`config.mk`:
```
export PLATFORM = sky130hd
export DESIGN_NAME = psram_port_arbiter_flat
export DESIGN_NICKNAME = d
export VERILOG_FILES = /design/src/rtl/psram_port_arbiter_if.sv /design/src/rtl/psram_port_arbiter.sv /design/src/flat_wrapper.sv
export SDC_FILE = /design/constraint.sdc
export NUM_CORES = 1
export LEC_CHECK = 0
export BUFFER_PORTS_ARGS = -buffer_cell sky130_fd_sc_hd__buf_2
export CORE_UTILIZATION = 34
export DETAILED_ROUTE_END_ITERATION = 6
export PLACE_DENSITY = 0.79
export SLEW_MARGIN = 20
export SYNTH_ARGS = -nofsm -noshare
export SYNTH_HDL_FRONTEND = slang
export SYNTH_SLANG_ARGS = --single-unit
```
`constraint.sdc`:
```
create_clock -name clk -period 1.5 [get_ports clk]
set_input_delay 0.3 -clock clk [delete_from_list [all_inputs] [get_ports clk]]
set_output_delay 0.3 -clock clk [all_outputs]
set_load 0.1 [all_outputs]
```
`src/rtl/psram_port_arbiter_if.sv`:
```
// Signal bundle between psram_port_arbiter, its two requesters and the PSRAM controller port.
// master = arbiter side, slave = requesters/controller side.
interface psram_port_arbiter_if;
   logic        init_done;
   logic        wr_req;
   logic [20:0] wr_addr;
   logic [31:0] wr_data_in;
   logic [3:0]  wr_mask_in;
   logic        wr_gnt;
   logic        wr_data_rd;
   logic        wr_done;
   logic        rd_req;
   logic [20:0] rd_addr;
   logic        rd_gnt;
   logic [31:0] rd_data_out;
   logic        rd_data_out_valid;
   logic        rd_done;
   logic        cmd;
   logic        cmd_en;
   logic [20:0] addr;
   logic [31:0] wr_data;
   logic [3:0]  data_mask;
   logic [31:0] rd_data;
   logic        rd_data_valid;
   logic        busy;
   logic        error;

   modport master (
      input  init_done, wr_req, wr_addr, wr_data_in, wr_mask_in,
             rd_req, rd_addr, rd_data, rd_data_valid,
      output wr_gnt, wr_data_rd, wr_done, rd_gnt, rd_data_out, rd_data_out_valid,
             rd_done, cmd, cmd_en, addr, wr_data, data_mask, busy, error
   );

   modport slave (
      output init_done, wr_req, wr_addr, wr_data_in, wr_mask_in,
             rd_req, rd_addr, rd_data, rd_data_valid,
      input  wr_gnt, wr_data_rd, wr_done, rd_gnt, rd_data_out, rd_data_out_valid,
             rd_done, cmd, cmd_en, addr, wr_data, data_mask, busy, error
   );
endinterface

```
`src/rtl/psram_port_arbiter.sv`:
```
// Round-robin burst arbiter sharing one PSRAM controller channel between a write and a read
// requester; sequences command, data beats and the post-burst gap, and traps protocol errors.
module psram_port_arbiter #(
   parameter int BURST_BEATS = 8,
   parameter int CMD_GAP     = 14,
   parameter int RD_TIMEOUT  = 64
) (
   input  logic                 clk,
   input  logic                 rst_n,
   psram_port_arbiter_if.master bus
);

   localparam int BEAT_W = $clog2(BURST_BEATS + 1);
   localparam int GAP_W  = (CMD_GAP > 0) ? $clog2(CMD_GAP + 1) : 1;
   localparam int TMO_W  = $clog2(RD_TIMEOUT + 1);

   localparam logic [BEAT_W-1:0] LAST_BEAT = BEAT_W'(BURST_BEATS - 1);
   localparam logic [GAP_W-1:0]  LAST_GAP  = GAP_W'((CMD_GAP > 0) ? CMD_GAP - 1 : 0);
   localparam logic [TMO_W-1:0]  LAST_TMO  = TMO_W'(RD_TIMEOUT - 1);

   localparam logic [2:0] S_IDLE  = 3'd0;
   localparam logic [2:0] S_WR    = 3'd1;
   localparam logic [2:0] S_RD    = 3'd2;
   localparam logic [2:0] S_GAP   = 3'd3;
   localparam logic [2:0] S_ERR   = 3'd4;
   // With no gap configured a finished burst returns straight to arbitration.
   localparam logic [2:0] S_AFTER = (CMD_GAP > 0) ? S_GAP : S_IDLE;

   logic [2:0]        state_q, state_d;
   logic [BEAT_W-1:0] beat_q, beat_d;
   logic [GAP_W-1:0]  gap_q, gap_d;
   logic [TMO_W-1:0]  tmo_q, tmo_d;
   logic              last_wr_q, last_wr_d;
   logic [20:0]       addr_q, addr_d;
   logic              wr_done_q, wr_done_d;
   logic              rd_done_q, rd_done_d;

   logic pick_wr;
   logic in_wr, in_rd, first_wr, first_rd;

   // On a tie the requester that was not served last wins.
   assign pick_wr = bus.wr_req & (~bus.rd_req | ~last_wr_q);

   always_comb begin
      // NOTE: every next-state signal gets a default before the case so no path leaves one
      // unassigned; that is what keeps this block free of inferred latches.
      state_d   = state_q;
      beat_d    = '0;
      gap_d     = '0;
      tmo_d     = '0;
      last_wr_d = last_wr_q;
      addr_d    = addr_q;
      wr_done_d = 1'b0;
      rd_done_d = 1'b0;

      case (state_q)
         S_IDLE: begin
            if (bus.rd_data_valid) begin
               state_d = S_ERR;
            end else if (bus.init_done && (bus.wr_req || bus.rd_req)) begin
               last_wr_d = pick_wr;
               addr_d    = pick_wr ? bus.wr_addr : bus.rd_addr;
               state_d   = pick_wr ? S_WR : S_RD;
            end
         end
         S_WR: begin
            if (bus.rd_data_valid) begin
               state_d = S_ERR;
            end else if (beat_q == LAST_BEAT) begin
               state_d   = S_AFTER;
               wr_done_d = 1'b1;
            end else begin
               beat_d = beat_q + BEAT_W'(1);
            end
         end
         S_RD: begin
            if (bus.rd_data_valid && (beat_q == LAST_BEAT)) begin
               state_d   = S_AFTER;
               rd_done_d = 1'b1;
            end else if (tmo_q == LAST_TMO) begin
               state_d = S_ERR;
            end else begin
               beat_d = beat_q + {{(BEAT_W-1){1'b0}}, bus.rd_data_valid};
               tmo_d  = tmo_q + TMO_W'(1);
            end
         end
         S_GAP: begin
            if (bus.rd_data_valid) begin
               state_d = S_ERR;
            end else if (gap_q == LAST_GAP) begin
               state_d = S_IDLE;
            end else begin
               gap_d = gap_q + GAP_W'(1);
            end
         end
         S_ERR:   state_d = S_ERR;
         default: state_d = S_IDLE;
      endcase
   end

   // NOTE: sequential state uses non-blocking assignments so every register samples the
   // pre-edge values, independent of statement order.
   always_ff @(posedge clk or negedge rst_n) begin
      if (!rst_n) begin
         state_q   <= S_IDLE;
         beat_q    <= '0;
         gap_q     <= '0;
         tmo_q     <= '0;
         last_wr_q <= 1'b0;
         addr_q    <= '0;
         wr_done_q <= 1'b0;
         rd_done_q <= 1'b0;
      end else begin
         state_q   <= state_d;
         beat_q    <= beat_d;
         gap_q     <= gap_d;
         tmo_q     <= tmo_d;
         last_wr_q <= last_wr_d;
         addr_q    <= addr_d;
         wr_done_q <= wr_done_d;
         rd_done_q <= rd_done_d;
      end
   end

   assign in_wr    = (state_q == S_WR);
   assign in_rd    = (state_q == S_RD);
   // The timeout counter is zero only on the first read cycle, so it doubles as the strobe marker.
   assign first_wr = in_wr && (beat_q == '0);
   assign first_rd = in_rd && (tmo_q == '0);

   assign bus.cmd_en            = first_wr || first_rd;
   assign bus.cmd               = first_wr;
   assign bus.wr_gnt            = first_wr;
   assign bus.rd_gnt            = first_rd;
   assign bus.addr              = addr_q;
   assign bus.wr_data_rd        = in_wr;
   assign bus.wr_data           = in_wr ? bus.wr_data_in : '0;
   assign bus.data_mask         = in_wr ? bus.wr_mask_in : '0;
   assign bus.rd_data_out_valid = in_rd && bus.rd_data_valid;
   assign bus.rd_data_out       = bus.rd_data_out_valid ? bus.rd_data : '0;
   assign bus.wr_done           = wr_done_q;
   assign bus.rd_done           = rd_done_q;
   assign bus.busy              = (state_q != S_IDLE);
   assign bus.error             = (state_q == S_ERR);

endmodule

```
`src/flat_wrapper.sv`:
```
// flat-port wrapper written by rule: the top's interface ports become plain ports
module psram_port_arbiter_flat 
#(
   parameter int BURST_BEATS = 8,
   parameter int CMD_GAP     = 14,
   parameter int RD_TIMEOUT  = 64
)
  (clk, rst_n, bus_init_done, bus_wr_req, bus_wr_addr, bus_wr_data_in, bus_wr_mask_in, bus_rd_req, bus_rd_addr, bus_rd_data, bus_rd_data_valid, bus_wr_gnt, bus_wr_data_rd, bus_wr_done, bus_rd_gnt, bus_rd_data_out, bus_rd_data_out_valid, bus_rd_done, bus_cmd, bus_cmd_en, bus_addr, bus_wr_data, bus_data_mask, bus_busy, bus_error);
  psram_port_arbiter_if bus_i ();
  input  logic clk;
  input  logic rst_n;
  input wire logic [$bits(bus_i.init_done)-1:0] bus_init_done;
  input wire logic [$bits(bus_i.wr_req)-1:0] bus_wr_req;
  input wire logic [$bits(bus_i.wr_addr)-1:0] bus_wr_addr;
  input wire logic [$bits(bus_i.wr_data_in)-1:0] bus_wr_data_in;
  input wire logic [$bits(bus_i.wr_mask_in)-1:0] bus_wr_mask_in;
  input wire logic [$bits(bus_i.rd_req)-1:0] bus_rd_req;
  input wire logic [$bits(bus_i.rd_addr)-1:0] bus_rd_addr;
  input wire logic [$bits(bus_i.rd_data)-1:0] bus_rd_data;
  input wire logic [$bits(bus_i.rd_data_valid)-1:0] bus_rd_data_valid;
  output wire logic [$bits(bus_i.wr_gnt)-1:0] bus_wr_gnt;
  output wire logic [$bits(bus_i.wr_data_rd)-1:0] bus_wr_data_rd;
  output wire logic [$bits(bus_i.wr_done)-1:0] bus_wr_done;
  output wire logic [$bits(bus_i.rd_gnt)-1:0] bus_rd_gnt;
  output wire logic [$bits(bus_i.rd_data_out)-1:0] bus_rd_data_out;
  output wire logic [$bits(bus_i.rd_data_out_valid)-1:0] bus_rd_data_out_valid;
  output wire logic [$bits(bus_i.rd_done)-1:0] bus_rd_done;
  output wire logic [$bits(bus_i.cmd)-1:0] bus_cmd;
  output wire logic [$bits(bus_i.cmd_en)-1:0] bus_cmd_en;
  output wire logic [$bits(bus_i.addr)-1:0] bus_addr;
  output wire logic [$bits(bus_i.wr_data)-1:0] bus_wr_data;
  output wire logic [$bits(bus_i.data_mask)-1:0] bus_data_mask;
  output wire logic [$bits(bus_i.busy)-1:0] bus_busy;
  output wire logic [$bits(bus_i.error)-1:0] bus_error;
  assign bus_i.init_done = bus_init_done;
  assign bus_i.wr_req = bus_wr_req;
  assign bus_i.wr_addr = bus_wr_addr;
  assign bus_i.wr_data_in = bus_wr_data_in;
  assign bus_i.wr_mask_in = bus_wr_mask_in;
  assign bus_i.rd_req = bus_rd_req;
  assign bus_i.rd_addr = bus_rd_addr;
  assign bus_i.rd_data = bus_rd_data;
  assign bus_i.rd_data_valid = bus_rd_data_valid;
  assign bus_wr_gnt = bus_i.wr_gnt;
  assign bus_wr_data_rd = bus_i.wr_data_rd;
  assign bus_wr_done = bus_i.wr_done;
  assign bus_rd_gnt = bus_i.rd_gnt;
  assign bus_rd_data_out = bus_i.rd_data_out;
  assign bus_rd_data_out_valid = bus_i.rd_data_out_valid;
  assign bus_rd_done = bus_i.rd_done;
  assign bus_cmd = bus_i.cmd;
  assign bus_cmd_en = bus_i.cmd_en;
  assign bus_addr = bus_i.addr;
  assign bus_wr_data = bus_i.wr_data;
  assign bus_data_mask = bus_i.data_mask;
  assign bus_busy = bus_i.busy;
  assign bus_error = bus_i.error;
  psram_port_arbiter #(.BURST_BEATS(BURST_BEATS), .CMD_GAP(CMD_GAP), .RD_TIMEOUT(RD_TIMEOUT)) u_core (.clk(clk), .rst_n(rst_n), .bus(bus_i));
endmodule
```
# == After elaboration in Yosys (flattened, before gate mapping) ==
# Index checks and enable logic that the tools add are counted.
# word_totals
register_bits,42
input_bits,116
output_inout_bits,99
word_cells,71
# classes
add_sub_neg,4
eq_ne,11
n_mux,30
bitwise_logic,5
n_reduce_logical,13
# ops
operator,n
$mux W32,2
$mux W4,8
$mux W3,8
$mux W21,1
$mux W7,3
$pmux W3 S5,1
$add A4 B1 Y4 const B,2
$pmux W4 S2,1
$add A7 B1 Y7 const B,1
$eq A7 B6 Y1 const B,1
$logic_not A7 Y1,1
$eq A3 B2 Y1 const B,2
$ne A3 B2 Y1 const B,2
$ne A3 B3 Y1 const B,2
$logic_and A1 B1 Y1,5
$mux W1,5
$add A4 B1 Y4,1
$eq A4 B3 Y1 const B,1
$eq A4 B4 Y1 const B,1
$logic_not A4 Y1,1
$reduce_and A4 Y1,1
$eq A3 B1 Y1 const B,1
$eq A3 B3 Y1 const B,1
$logic_not A3 Y1,1
other kinds (7),10

# == Longest topological paths before layout ==
# Gate-level depths: netlist of run 1.
# depth
depth_word,7
depth_mapped,6

# == Least setup slack after synthesis of run 1 ==
# OpenSTA, ideal clock, no wires.
# synth_timing
path_kind,register to output
from,register u_core.state_q[2]
to,output bus_cmd_en
t_arrival_ns,3.525
t_required_ns,1.200
setup_slack_ns,-2.325
path_stages_with_launch,5
cell_sequence,dfrtp_1 > buf_6 > nand2b_1 > nor3_1 > or2_2
# synth_between
elab_chain_cells,3
elab_cells_between_ends,5
cone_classes,eq/ne: 2; reduce/logical: 3
# synth_lines
item,line_no,source
"start, declared",psram_port_arbiter.sv:29,"logic [2:0] state_q, state_d;"
"start signal, assigned",psram_port_arbiter.sv:114,state_q <= state_d;
$eq A3 B2 Y1,psram_port_arbiter.sv:126,assign in_rd = (state_q == S_RD);
$logic_and A1 B1 Y1,psram_port_arbiter.sv:129,assign first_rd = in_rd && (tmo_q == '0);
via bus_rd_gnt,flat_wrapper.sv:24,output wire logic [$bits(bus_i.rd_gnt)-1:0] bus_rd_gnt;
$logic_or A1 B1 Y1,psram_port_arbiter.sv:131,assign bus.cmd_en = first_wr || first_rd;
"end, declared",flat_wrapper.sv:29,output wire logic [$bits(bus_i.cmd_en)-1:0] bus_cmd_en;
# The timed path passes the listed nets, and every way through them passes these cells.

# == Final worst setup path of run 1 ==
# layout_timing
from,register u_core.state_q[1]
to,output bus_cmd_en
# layout_between
elab_chain_cells,3
elab_cells_between_ends,5
cone_classes,eq/ne: 2; reduce/logical: 3
# layout_lines
item,line_no
$eq A3 B1 Y1 or $eq A3 B2 Y1 (tied branches),"psram_port_arbiter.sv:125, psram_port_arbiter.sv:126"
$logic_and A1 B1 Y1 (on tied branches),"psram_port_arbiter.sv:128, psram_port_arbiter.sv:129"
$logic_or A1 B1 Y1 *,psram_port_arbiter.sv:131
# Mark *: on every way between the ends. The rest lies on a longest branch, timed or not.

==> results of run 1 <==
==> kinds of logic after synthesis <==
kind of cell,Yosys count,share of synthesized area (%)
muxes,22,8.119
adders and majority gates,9,4.129
DFF,42,38.53
buffers and inverters,29,5.504
xor gates and xnor gates,8,2.569
AOI/OAI and AO/OA,40,11.42
and+or+nand+nor,142,29.73
==> metrics by stage <==
stage / hold slack [ns] / utilization [%] / setup TNS (ns)
after floorplan: 0.004409 / - / -15.49
after global placement: 0.2832 / 75.78 / -3.954
after detailed placement: 0.2904 / 75.78 / -6.364
after CTS: 0.3053 / 81.77 / -31.41
after global routing: 0.3112 / 83.32 / -45.49
final: 0.3077 / 83.32 / -38.99
==> placed cells by master (no fill, tap or decap), types with 5 or more instances in the layout <==
| cell | instances |
|---|---|
| sky130_fd_sc_hd__and2_4 | 34 |
| sky130_fd_sc_hd__and3_4 | 37 |
| sky130_fd_sc_hd__nor2_1 | 9 |
| sky130_fd_sc_hd__dfrtp_1 | 40 |
| sky130_fd_sc_hd__buf_6 | 17 |
| sky130_fd_sc_hd__buf_12 | 89 |
| sky130_fd_sc_hd__mux2i_1 | 21 |
| sky130_fd_sc_hd__clkbuf_8 | 5 |
| sky130_fd_sc_hd__nand3_1 | 7 |
| sky130_fd_sc_hd__clkbuf_4 | 8 |
| sky130_fd_sc_hd__buf_4 | 29 |
| sky130_fd_sc_hd__buf_2 | 129 |
| sky130_fd_sc_hd__nor2_4 | 24 |
| sky130_fd_sc_hd__inv_1 | 7 |
| sky130_fd_sc_hd__ha_1 | 8 |
| sky130_fd_sc_hd__a21oi_2 | 21 |
==> sequential cells by signal (all words and copies together), names as in the netlist <==
name                count
u_core.last_wr_q        1
u_core.bus.rd_done      1
u_core.bus.addr        21
u_core.bus.wr_done      1
u_core.beat_q           4
u_core.state_q          3
u_core.gap_q            4
u_core.tmo_q            7
==> synth_stat cells (2+ instances only) <==
| cell | instances |
|---|---|
| sky130_fd_sc_hd__a21oi_2 | 19 |
| sky130_fd_sc_hd__nor2_1 | 36 |
| sky130_fd_sc_hd__dfrtp_1 | 42 |
| sky130_fd_sc_hd__a21oi_1 | 5 |
| sky130_fd_sc_hd__nand2_1 | 2 |
| sky130_fd_sc_hd__clkbuf_1 | 13 |
| sky130_fd_sc_hd__xnor2_1 | 4 |
| sky130_fd_sc_hd__nand2b_1 | 4 |
| sky130_fd_sc_hd__buf_2 | 3 |
| sky130_fd_sc_hd__nand3_1 | 7 |
| sky130_fd_sc_hd__mux2i_1 | 21 |
| sky130_fd_sc_hd__inv_1 | 7 |
| sky130_fd_sc_hd__a22o_1 | 2 |
| sky130_fd_sc_hd__and2_1 | 35 |
| sky130_fd_sc_hd__buf_4 | 2 |
| sky130_fd_sc_hd__ha_1 | 9 |
| sky130_fd_sc_hd__nor3_1 | 5 |
| sky130_fd_sc_hd__and3_1 | 41 |
| sky130_fd_sc_hd__xor2_1 | 4 |
| sky130_fd_sc_hd__nand3b_1 | 2 |
| sky130_fd_sc_hd__o21ai_0 | 5 |
| sky130_fd_sc_hd__buf_6 | 4 |
==> path summary, 6_finish.rpt <==
check,cells after the start,slack (ns),end
max,6,-0.46,bus_cmd_en
min,3,0.31,u_core.bus.addr[8]
max reg2reg,9,-0.35,u_core.bus.addr[17]
min in group asynchronous,3,0.50,u_core.bus.addr[3]
max in group asynchronous,3,0.77,u_core.state_q[1]
min reg2reg,1,0.50,u_core.gap_q[0]
==> metal layers <==
layer / wire [um] / share of wire, %
met1: 4157 / 37
met2: 6223 / 56
met3: 723 / 6.5
met4: 97 / 0.87
met5: 0 / 0
==> repair_timing <==
item,CTS,global route
buffers inserted,14,6
hold endpoints to repair,42,0
gates resized for setup,43,21
hold buffers,1,0
gates cloned,3,2
setup endpoints to repair,108,120
pin swaps,12,18
==> tightest hold or removal path: stages <==
cell and delay (ns):
sky130_fd_sc_hd__buf_2 0.07, sky130_fd_sc_hd__mux2i_1 0.06, sky130_fd_sc_hd__a21oi_2 0.13
==> final cells by class <==
cell class / instances / share of cell area (%)
Multi-Input combinational cell: 221 / 32.26
Inverter: 7 / 0.4081
Timing Repair Buffer: 279 / 47.28
Clock inverter: 2 / 0.5830
Tap cell: 102 / 1.982
Clock buffer: 6 / 1.127
Sequential cell: 42 / 16.36
==> power groups by stage <==
| stage | clock [mW] | combinational [mW] | sequential [mW] |
|---|---|---|---|
| after floorplan | 0 | 1.47 | 3.90 |
| after global placement | 0 | 4.36 | 1.82 |
| after detailed placement | 0 | 4.48 | 1.81 |
| after CTS | 0.922 | 4.72 | 1.81 |
| after global routing | 0.984 | 4.97 | 1.87 |
| final | 0.900 | 4.80 | 1.83 |
==> flow_summary.rst, run 1 <==
.. list-table::
   :header-rows: 1

   * - Metric
     - Value
   * - Yosys warnings
     - 0
   * - Top Ports
     - 215
   * - Count of clock tree sinks
     - 42
   * - Crit path max fanout
     - 3
   * - Slew Viols, Final
     - 0
   * - Peak VDD IR
     - 0.002009 V
   * - Drt initial violations
     - 91
   * - Cell-internal power
     - 3.371 mW
   * - Dominant cell type by count on the critical path
     - sky130_fd_sc_hd__buf_12
   * - Met2 demand-to-capacity share in global routing
     - 50.69%
   * - Critical path cell sequence
     - buf_12, nor2_4, and2_4, and3_4, or2_4, buf_12
   * - Final Instance Area
     - 6439 um2
   * - Final weighted congestion in routability-driven placement
     - 0.8286
   * - Setup repair after global routing missed its margin
     - yes
   * - Number of nets with antenna violations after routing
     - 0
   * - CP Launch Type
     - register
   * - Routed WL per cell
     - 17.00 um
   * - Combinational group share of total power
     - 63.8%
   * - Area growth, synth to finish
     - 136.1%
   * - Number of nets produced by synthesis
     - 417
   * - Hold Path Origin
     - bus_rd_addr[8]
   * - Estimated wirelength of the detail-placed design
     - 8.469 mm
   * - Share of Yosys cell area claimed by the top area cell type
     - 38.53%
   * - Number of buffers created by CTS
     - 5
   * - Final worst-path setup slack
     - -0.4587 ns
   * - Root buffer selected by CTS
     - sky130_fd_sc_hd__clkbuf_8
   * - Most common flop cell mapped by yosys
     - sky130_fd_sc_hd__dfrtp_1
   * - Min Clock Period, post-route
     - 1.959 ns
   * - Sum of overflow across all layers after global routing
     - 0
   * - Cells taking the most area after synthesis
     - sky130_fd_sc_hd__dfrtp_1, sky130_fd_sc_hd__and3_1, sky130_fd_sc_hd__and2_1, sky130_fd_sc_hd__mux2i_1, sky130_fd_sc_hd__a21oi_2
   * - Final routed wirelength across all metal layers
     - 11.20 mm
   * - Clock edge transition at the registers on the reported setup and hold paths
     - 0.08 ns
   * - Number of flops mapped to enable cells by yosys
     - 0
   * - Total power per unit cell area
     - 1170 nW/um2
   * - Vias per cell
     - 4.906
   * - Post-Synthesis Mean Instance Area
     - 9.341 um2
   * - Global-route wire length before repair
     - 17.36 mm
   * - Critical path's largest stage delay
     - 0.45 ns
   * - Net count reported at finish
     - 681
   * - CTS tree
     - done
   * - Cell count after synthesis
     - 292
   * - Max Buffers Root-to-Sink
     - 2
   * - Crit path launch
     - u_core.state_q[1]
   * - Maximum number of pins on one net before global-route repair
     - 43
   * - Max-cap viol count
     - 0
   * - Global Route met1 Usage
     - 28.53%
   * - Crit end category
     - output pin
   * - Clock network power share
     - 11.9%
   * - Clk_lat worst skew
     - 0.29 ns
   * - Highest attainable clock frequency
     - 0.5105 GHz
   * - Number of endpoints with negative hold slack in the final report
     - 0
   * - Core region area
     - 7727 um2
   * - Number of I/O port buffers
     - 214
   * - Count of state elements after synthesis
     - 42
   * - Non-filler instance count after layout
     - 659
   * - Data arrival time of the critical path
     - 1.66 ns
   * - Worst slew margin
     - 67.53%
   * - Worst Path Buf+Inv
     - 2
   * - Result of the run
     - complete, but fails checks
   * - Async S/R FF share, synth
     - 100.0%
   * - Share of synthesized area occupied by flip-flops and latches
     - 38.53%
   * - Path class of the lowest-slack min-delay path
     - input port to register
   * - Total number of H-tree levels
     - 2
   * - Number of antenna violations at the first check in global routing
     - 0
   * - Cell type group with the largest total delay on the critical path
     - simple AND/OR/NAND/NOR gates
   * - Tot GR Track Use
     - 26.19%
   * - Initial core utilization
     - 35.30%
   * - Global route hottest layer
     - met2
   * - Switching Share
     - 55.24%
   * - Number of rows created at floorplan
     - 32
   * - Clock skew after layout
     - 0.005548 ns
   * - Failing checks
     - setup timing
   * - Routed vias
     - 3,233
   * - Slowest stage cell, crit path
     - sky130_fd_sc_hd__dfrtp_2
   * - Area taken by flip-flops and latches
     - 1054 um2
   * - Post-place setup slack
     - -0.1582 ns
   * - Residual DRC count
     - 0
   * - Count of cell types in the netlist
     - 42
   * - Via count of the first global-routing pass
     - 3,399
   * - Area of the multi-input gates
     - 2077 um2
   * - Launching point of the worst reg2reg path
     - u_core.state_q[1]
   * - Static leakage
     - 2.951 nW
   * - Pre-Repair DR Iteration Count
     - 4
   * - Net Sw Power
     - 4.160 mW
   * - Power Total
     - 7.531 mW
   * - WP data required
     - 1.20 ns
   * - Y dimension of the die
     - 91.57 um
   * - Post-synthesis cell type with the largest combined area
     - sky130_fd_sc_hd__dfrtp_1
   * - Synthesized cell area
     - 2728 um2
   * - Sequential share of power
     - 24.3%
   * - Die boundary width
     - 91.57 um
   * - Worst setup path class
     - register to output pin
   * - Die ar.
     - 8384 um2
   * - Met3 capacity usage during global routing
     - 6.198%
   * - Antenna diodes
     - 0
   * - Fraction of the cycle the final worst path needs
     - 130.6%
   * - Filler Cells Inserted
     - 401
   * - Fraction of layout instances using a drive strength above 1
     - 75.76%
   * - # placed instances
     - 629
   * - Setup violators final
     - 108
   * - Transition time at the pin with the least slew margin
     - 0.4905 ns
   * - Area after detailed placement
     - 5856 um2
Note: power is estimated with default switching activity, not from simulation.
==> run 2, diff against run 1 <==
- ABC_AREA: not set -> 1
- PLACE_DENSITY: 0.79 -> 0.77
==> run 2 against run 1 <==
  * The flow still finishes with violations (setup timing)
  * Final area is 9.5% higher
  * Power is 66% higher
  * Wire length is 53% higher
  * Sequential power is 5% lower
  * Hold slack worse by 0.016 ns
  * Sequential share of layout area is 1.4 points lower
  * Clock power is 0.9% higher
  * Synthesized area is 5.8% higher
  * Critical endpoint is now bus_wr_data[24]
  * Highest routed layer unchanged
==> flow_summary.rst, run 2 <==
.. list-table::
   :header-rows: 1

   * - Metric
     - Value
   * - Result of the run
     - complete, but fails checks
   * - Failing checks
     - setup timing
   * - Post-synthesis cell type with the largest combined area
     - sky130_fd_sc_hd__dfrtp_1
   * - Most frequent standard cell in the layout excluding fill and tap cells
     - sky130_fd_sc_hd__buf_2
   * - Final worst-path setup slack
     - -0.6341 ns
   * - Fraction of the cycle the final worst path needs
     - 142.3%
   * - Number of flip-flops under the largest register name
     - 21
   * - Sum of overflow across all layers after global routing
     - 0
   * - Async S/R FF share, synth
     - 100.0%
   * - Top Ports
     - 215
   * - Number of nets with antenna violations after routing
     - 0
   * - Number of I/O port buffers
     - 214
   * - Number of flops mapped to enable cells by yosys
     - 0
   * - CP Launch Type
     - register
   * - Maximum number of pins on one net before global-route repair
     - 37
   * - Max-cap viol count
     - 0
   * - WP data required
     - 1.20 ns
   * - Hold slack
     - 0.2913 ns
   * - Final routed wirelength across all metal layers
     - 17.11 mm
   * - Synthesized cell area
     - 2887 um2
   * - Slew Viols, Final
     - 0
   * - Peak VDD IR
     - 0.001525 V
   * - Global-route wire length before repair
     - 24.52 mm
   * - Root buffer selected by CTS
     - sky130_fd_sc_hd__clkbuf_8
   * - Core region area
     - 8217 um2
   * - Non-filler instance count after layout
     - 841
   * - Residual DRC count
     - 0
   * - Y dimension of the die
     - 94.14 um
   * - Area taken by flip-flops and latches
     - 1055 um2
   * - Final design utilization
     - 85.81%
   * - Min Clock Period, post-route
     - 2.134 ns
   * - Final weighted congestion in routability-driven placement
     - 0.8259
   * - CTS tree
     - done
   * - Die ar.
     - 8862 um2
   * - Setup violators final
     - 111
   * - Clk_lat worst skew
     - 0.30 ns
   * - Most frequent cell after synthesis
     - sky130_fd_sc_hd__inv_1
   * - Top cells by count, synth
     - sky130_fd_sc_hd__inv_1, sky130_fd_sc_hd__nand2_1, sky130_fd_sc_hd__nor2_1
   * - Share of Yosys cell area claimed by the top area cell type
     - 36.41%
   * - Max Buffers Root-to-Sink
     - 2
   * - Most used cells in the layout excluding fill and tap cells
     - sky130_fd_sc_hd__buf_2, sky130_fd_sc_hd__inv_1, sky130_fd_sc_hd__nand2_1, sky130_fd_sc_hd__buf_12, sky130_fd_sc_hd__nor2_4
   * - Worst setup path class
     - register to output pin
   * - Total power per unit cell area
     - 1773 nW/um2
   * - Most common flop cell mapped by yosys
     - sky130_fd_sc_hd__dfrtp_1
   * - Clock skew after layout
     - 0.004922 ns
   * - Setup tns final
     - -51.38 ns
   * - Initial core utilization
     - 35.13%
   * - Vias per cell
     - 5.197
   * - Die boundary width
     - 94.14 um
   * - Total number of H-tree levels
     - 2
   * - Routed WL per cell
     - 20.34 um
   * - Routed vias
     - 4,371
   * - Count of state elements after synthesis
     - 42
   * - Estimated wirelength of the detail-placed design
     - 9.407 mm
   * - Launching point of the worst reg2reg path
     - u_core.state_q[1]
   * - Worst slew margin
     - 66.21%
   * - Cell count after synthesis
     - 452
   * - Number of rows created at floorplan
     - 33
   * - Area growth, synth to finish
     - 144.3%
   * - Number of antenna violations at the first check in global routing
     - 5
   * - Setup repair after global routing missed its margin
     - yes
   * - Path class of the lowest-slack min-delay path
     - input port to register
   * - Transition time at the pin with the least slew margin
     - 0.5104 ns
   * - Count of cell types in the netlist
     - 25
   * - Net count reported at finish
     - 855
   * - Count of clock tree sinks
     - 42
   * - Number of nets produced by synthesis
     - 577
   * - Clock edge transition at the registers on the reported setup and hold paths
     - 0.08 ns
   * - Number of buffers created by CTS
     - 5
   * - Filler Cells Inserted
     - 356
   * - Crit path max fanout
     - 6
   * - Crit path launch
     - u_core.state_q[0]
   * - Post-Synthesis Mean Instance Area
     - 6.386 um2
   * - Area of the multi-input gates
     - 2068 um2
   * - Number of endpoints with negative hold slack in the final report
     - 0
   * - Pre-Repair DR Iteration Count
     - 5
   * - Cells taking the most area after synthesis
     - sky130_fd_sc_hd__dfrtp_1, sky130_fd_sc_hd__inv_1, sky130_fd_sc_hd__nand2_1, sky130_fd_sc_hd__nor2_1, sky130_fd_sc_hd__ha_1
   * - Tot GR Track Use
     - 37.52%
   * - Fraction of layout instances using a drive strength above 1
     - 57.32%
   * - Drt initial violations
     - 318
   * - Yosys warnings
     - 0
   * - Share of synthesized area occupied by flip-flops and latches
     - 36.41%
   * - Data arrival time of the critical path
     - 1.83 ns
   * - Via count of the first global-routing pass
     - 4,449
   * - Hold Path Origin
     - bus_wr_addr[15]
   * - # placed instances
     - 791
   * - Static leakage
     - 3.531 nW
   * - Highest attainable clock frequency
     - 0.4686 GHz
   * - Crit end category
     - output pin
## run 2: cell count changes in the layout (fill, tap and decap cells not counted), moves of 20 or more
cell | previous run | this run
sky130_fd_sc_hd__inv_1 | 7 | 102
sky130_fd_sc_hd__mux2i_1 | 21 | 0
sky130_fd_sc_hd__nand2_1 | 1 | 100
sky130_fd_sc_hd__and3_4 | 37 | 0
sky130_fd_sc_hd__nor2_4 | 24 | 75
sky130_fd_sc_hd__and2_4 | 34 | 0
sky130_fd_sc_hd__a21oi_2 | 21 | 1
## run 2: metal layers
layer | part of all wire, % | global-route usage (%) | vias to the layer above
met1 | 33 | 39.40 | 2017
li1 | - | - | 1880
met4 | 8.2 | 22.95 | 0
met5 | 0 | 0 | -
met3 | 7.5 | 7.362 | 130
met2 | 51 | 68.18 | 344
## run 2: cells by family after synthesis
| family | Yosys count | synth area share, % |
|---|---|---|
| DFF | 42 | 36.41 |
| adders and majority gates | 9 | 3.901 |
| AOI/OAI and AO/OA | 33 | 6.156 |
| xor gates and xnor gates | 7 | 2.124 |
| and+or+nand+nor | 230 | 32.42 |
| buffers and inverters | 131 | 18.99 |
## run 2: critical path, cell delays in order (launching register included)
cell                      delay [ns]
sky130_fd_sc_hd__dfrtp_2        0.40
sky130_fd_sc_hd__inv_4          0.06
sky130_fd_sc_hd__nor3_4         0.28
sky130_fd_sc_hd__inv_6          0.14
sky130_fd_sc_hd__buf_12         0.16
sky130_fd_sc_hd__buf_16         0.14
sky130_fd_sc_hd__nor2_4         0.14
sky130_fd_sc_hd__buf_12         0.20
## run 2: cell type report
class | count | share of cell area (%)
tap | 105 | 1.863
inverter | 114 | 6.300
sequential | 42 | 14.96
timing repair buffer | 288 | 45.80
clock inverter | 2 | 0.5324
antenna | 5 | 0.1775
clock buffer | 6 | 1.029
multi-input combinational | 279 | 29.33
## run 2: timing repair
item | CTS | global route
resized for setup | 58 | 48
pin swaps | 14 | 15
hold buffers | 1 | 0
endpoints found under the setup margin | 103 | 114
cloned | 11 | 1
hold endpoints to repair | 6 | 0
setup buffers | 25 | 12
## run 2: through the flow
stage	power, mW	area (um2)	setup WS [ns]
floorplan	7.563	3506	-1.238
global placement	9.770	6010	-0.1698
detailed placement	9.925	6010	-0.2299
CTS	11.98	6862	-0.5378
global route	12.86	7051	-0.6934
finish	12.50	7051	-0.6341
## run 2: path summary, 6_finish.rpt
path                                       end  slack, ns  cells past startpoint
min in group asynchronous  u_core.bus.addr[10]       0.36                      2
max                            bus_wr_data[24]      -0.63                      7
max in group asynchronous    u_core.state_q[2]       0.67                      3
min                        u_core.bus.addr[15]       0.29                      5
min reg2reg                    u_core.gap_q[0]       0.49                      1
max reg2reg                 u_core.bus.addr[9]      -0.49                     11
## run 2: where the power goes
part	switching, mW	internal [mW]	leakage (nW)
logic	6.72	3.15	2.94
registers	0.251	1.47	0.544
clock network	0.411	0.497	0.0514
==> run 3, diff against run 2 <==
- CTS_BUF_LIST: not set -> sky130_fd_sc_hd__clkbuf_16
- PLACE_DENSITY: 0.77 -> 0.72
==> run 3 against run 2 <==
  * The run still ends with setup timing left
  * Cell count is 1.8% lower
  * Clock power is 37% higher
  * Die area stayed put
  * Critical endpoint is now bus_wr_data[19]
  * Critical path type unchanged
  * Final area is 3.7% lower
  * Combinational power is 6.6% lower
  * Largest cell class unchanged
  * Clock skew is 0.0014 ns higher
  * Non-clock buffer count is 10 lower
  * Power is 2.8% lower
  * Sequential power hardly changed
==> flow_summary.rst, run 3 (synthesized netlist as in run 2, its figures left out) <==
.. list-table::
   :header-rows: 1

   * - Metric
     - Value
   * - Result of the run
     - complete, but fails checks
   * - Failing checks
     - setup timing
   * - Die boundary width
     - 94.14 um
   * - Antenna diodes
     - 0
   * - Max-cap viol count
     - 0
   * - Slew Viols, Final
     - 0
   * - Count of clock tree sinks
     - 42
   * - Number of nets with antenna violations after routing
     - 0
   * - Area of the multi-input gates
     - 2008 um2
   * - Routed WL per cell
     - 15.53 um
   * - Worst slew margin
     - 65.55%
   * - Critical path cell sequence
     - buf_4, nor3_4, inv_6, buf_16, nor2_4, buf_12
   * - Crit path launch
     - u_core.state_q[1]
   * - Setup violators final
     - 102
   * - Filler Cells Inserted
     - 459
   * - Final weighted congestion in routability-driven placement
     - 0.8151
   * - Number of rows created at floorplan
     - 33
   * - Top Ports
     - 215
   * - Highest attainable clock frequency
     - 0.4951 GHz
   * - Initial core utilization
     - 35.13%
   * - Via count of the first global-routing pass
     - 3,775
   * - Number of flip-flops under the largest register name
     - 21
   * - Total number of H-tree levels
     - 2
   * - Final worst-path setup slack
     - -0.5199 ns
   * - Vias per cell
     - 4.728
   * - # placed instances
     - 793
   * - Slowest stage cell, crit path
     - sky130_fd_sc_hd__dfrtp_1
   * - Worst setup path class
     - register to output pin
   * - Number of I/O port buffers
     - 214
   * - Core region area
     - 8217 um2
   * - Estimated wirelength of the detail-placed design
     - 8.980 mm
   * - Die ar.
     - 8862 um2
   * - Max Buffers Root-to-Sink
     - 2
   * - Setup repair after global routing missed its margin
     - yes
   * - Area taken by flip-flops and latches
     - 1054 um2
   * - Min Clock Period, post-route
     - 2.020 ns
   * - Net count reported at finish
     - 845
   * - Maximum number of pins on one net before global-route repair
     - 45
   * - Static leakage
     - 3.426 nW
   * - Path class of the lowest-slack min-delay path
     - input port to register
   * - Residual DRC count
     - 0
   * - Final routed wirelength across all metal layers
     - 12.82 mm
   * - Non-filler instance count after layout
     - 826
   * - Critical path's largest stage delay
     - 0.43 ns
   * - Number of endpoints with negative hold slack in the final report
     - 0
   * - Root buffer selected by CTS
     - sky130_fd_sc_hd__clkbuf_16
   * - Peak VDD IR
     - 0.001805 V
   * - Hold Path Origin
     - bus_wr_addr[1]
   * - Routed vias
     - 3,905
   * - Fraction of layout instances using a drive strength above 1
     - 55.48%
   * - Drt initial violations
     - 128
   * - Transition time at the pin with the least slew margin
     - 0.5203 ns
   * - Power Total
     - 12.15 mW
   * - Crit end category
     - output pin
   * - Fraction of the cycle the final worst path needs
     - 134.7%
   * - Clock skew after layout
     - 0.006337 ns
   * - Y dimension of the die
     - 94.14 um
   * - Hold slack
     - 0.3159 ns
   * - Area growth, synth to finish
     - 135.2%
   * - CP Launch Type
     - register
   * - Clock edge transition at the registers on the reported setup and hold paths
     - 0.07 ns
   * - Most used cells in the layout excluding fill and tap cells
     - sky130_fd_sc_hd__buf_2, sky130_fd_sc_hd__inv_1, sky130_fd_sc_hd__nand2_1, sky130_fd_sc_hd__buf_12, sky130_fd_sc_hd__nor2_4
   * - Crit path max fanout
     - 7
   * - CTS tree
     - done
   * - Clk_lat worst skew
     - 0.28 ns
   * - Most frequent standard cell in the layout excluding fill and tap cells
     - sky130_fd_sc_hd__buf_2
   * - Tot GR Track Use
     - 27.07%
   * - Global-route wire length before repair
     - 18.55 mm
   * - Data arrival time of the critical path
     - 1.72 ns
   * - Number of antenna violations at the first check in global routing
     - 0
   * - WP data required
     - 1.20 ns
   * - Number of buffers created by CTS
     - 5
   * - Launching point of the worst reg2reg path
     - u_core.state_q[1]
   * - Sum of overflow across all layers after global routing
     - 0
   * - Total power per unit cell area
     - 1790 nW/um2
   * - Pre-Repair DR Iteration Count
     - 4
-- run 3: critical path: cells and delay by family (launching register included) --
kind | cells | cell delay (ns)
AND/OR/NAND/NOR | 2 | 0.33
flip-flops | 1 | 0.43
buffers and inverters | 4 | 0.66
-- run 3: layout make-up --
cell class / instances / share of cell area [%]
well taps: 105 / 1.935
multi-input cells: 279 / 29.58
repair buffers: 278 / 43.92
flip-flops and latches: 42 / 15.52
clock buffers: 5 / 1.843
inverters: 114 / 6.543
clock inverters: 3 / 0.6635
-- run 3: what timing repair did --
item | 4_1_cts | 5_1_grt
resized for setup | 25 | 38
pin swaps | 17 | 10
setup buffers | 12 | 10
cloned | 3 | 4
hold buffers | 1 | 0
endpoints found under the hold margin | 17 | 0
setup endpoints to repair | 83 | 109
-- run 3: report_power, final --
part / total [mW] / switching [mW] / internal, mW / leakage (nW)
clock network: 1.24 / 0.457 / 0.785 / 0.0760
logic: 9.22 / 6.39 / 2.82 / 2.80
registers: 1.70 / 0.221 / 1.47 / 0.545
-- run 3: final timing paths --
check	to	slack, ns	cells after the start
worst max register to register	u_core.bus.addr[2]	-0.20	8
min in group asynchronous	u_core.bus.addr[14]	0.51	2
max in group asynchronous	u_core.state_q[0]	0.48	3
worst max-delay path	bus_wr_data[19]	-0.52	6
worst min-delay path	u_core.bus.addr[1]	0.32	5
worst min register to register	u_core.gap_q[0]	0.50	1
-- run 3: metrics by stage --
stage | util [%] | setup WS, ns | cell area (um2) | TNS, ns
after floorplan | - | -1.238 | 3506 | -79.91
after global placement | 73.93 | -0.1664 | 6075 | -7.471
after detailed placement | 73.93 | -0.2360 | 6075 | -9.940
after CTS | 78.99 | -0.4658 | 6490 | -34.99
after global routing | 82.63 | -0.5761 | 6789 | -46.57
final | 82.63 | -0.5199 | 6789 | -39.57
-- run 3: metal layers --
metal,global-route usage (%),vias to the layer above,share of wire [%]
met2,50.60,203,54
met4,10.13,0,3.4
met5,0,-,0
met1,29.55,1811,36
li1,-,1851,-
met3,5.663,40,6.8
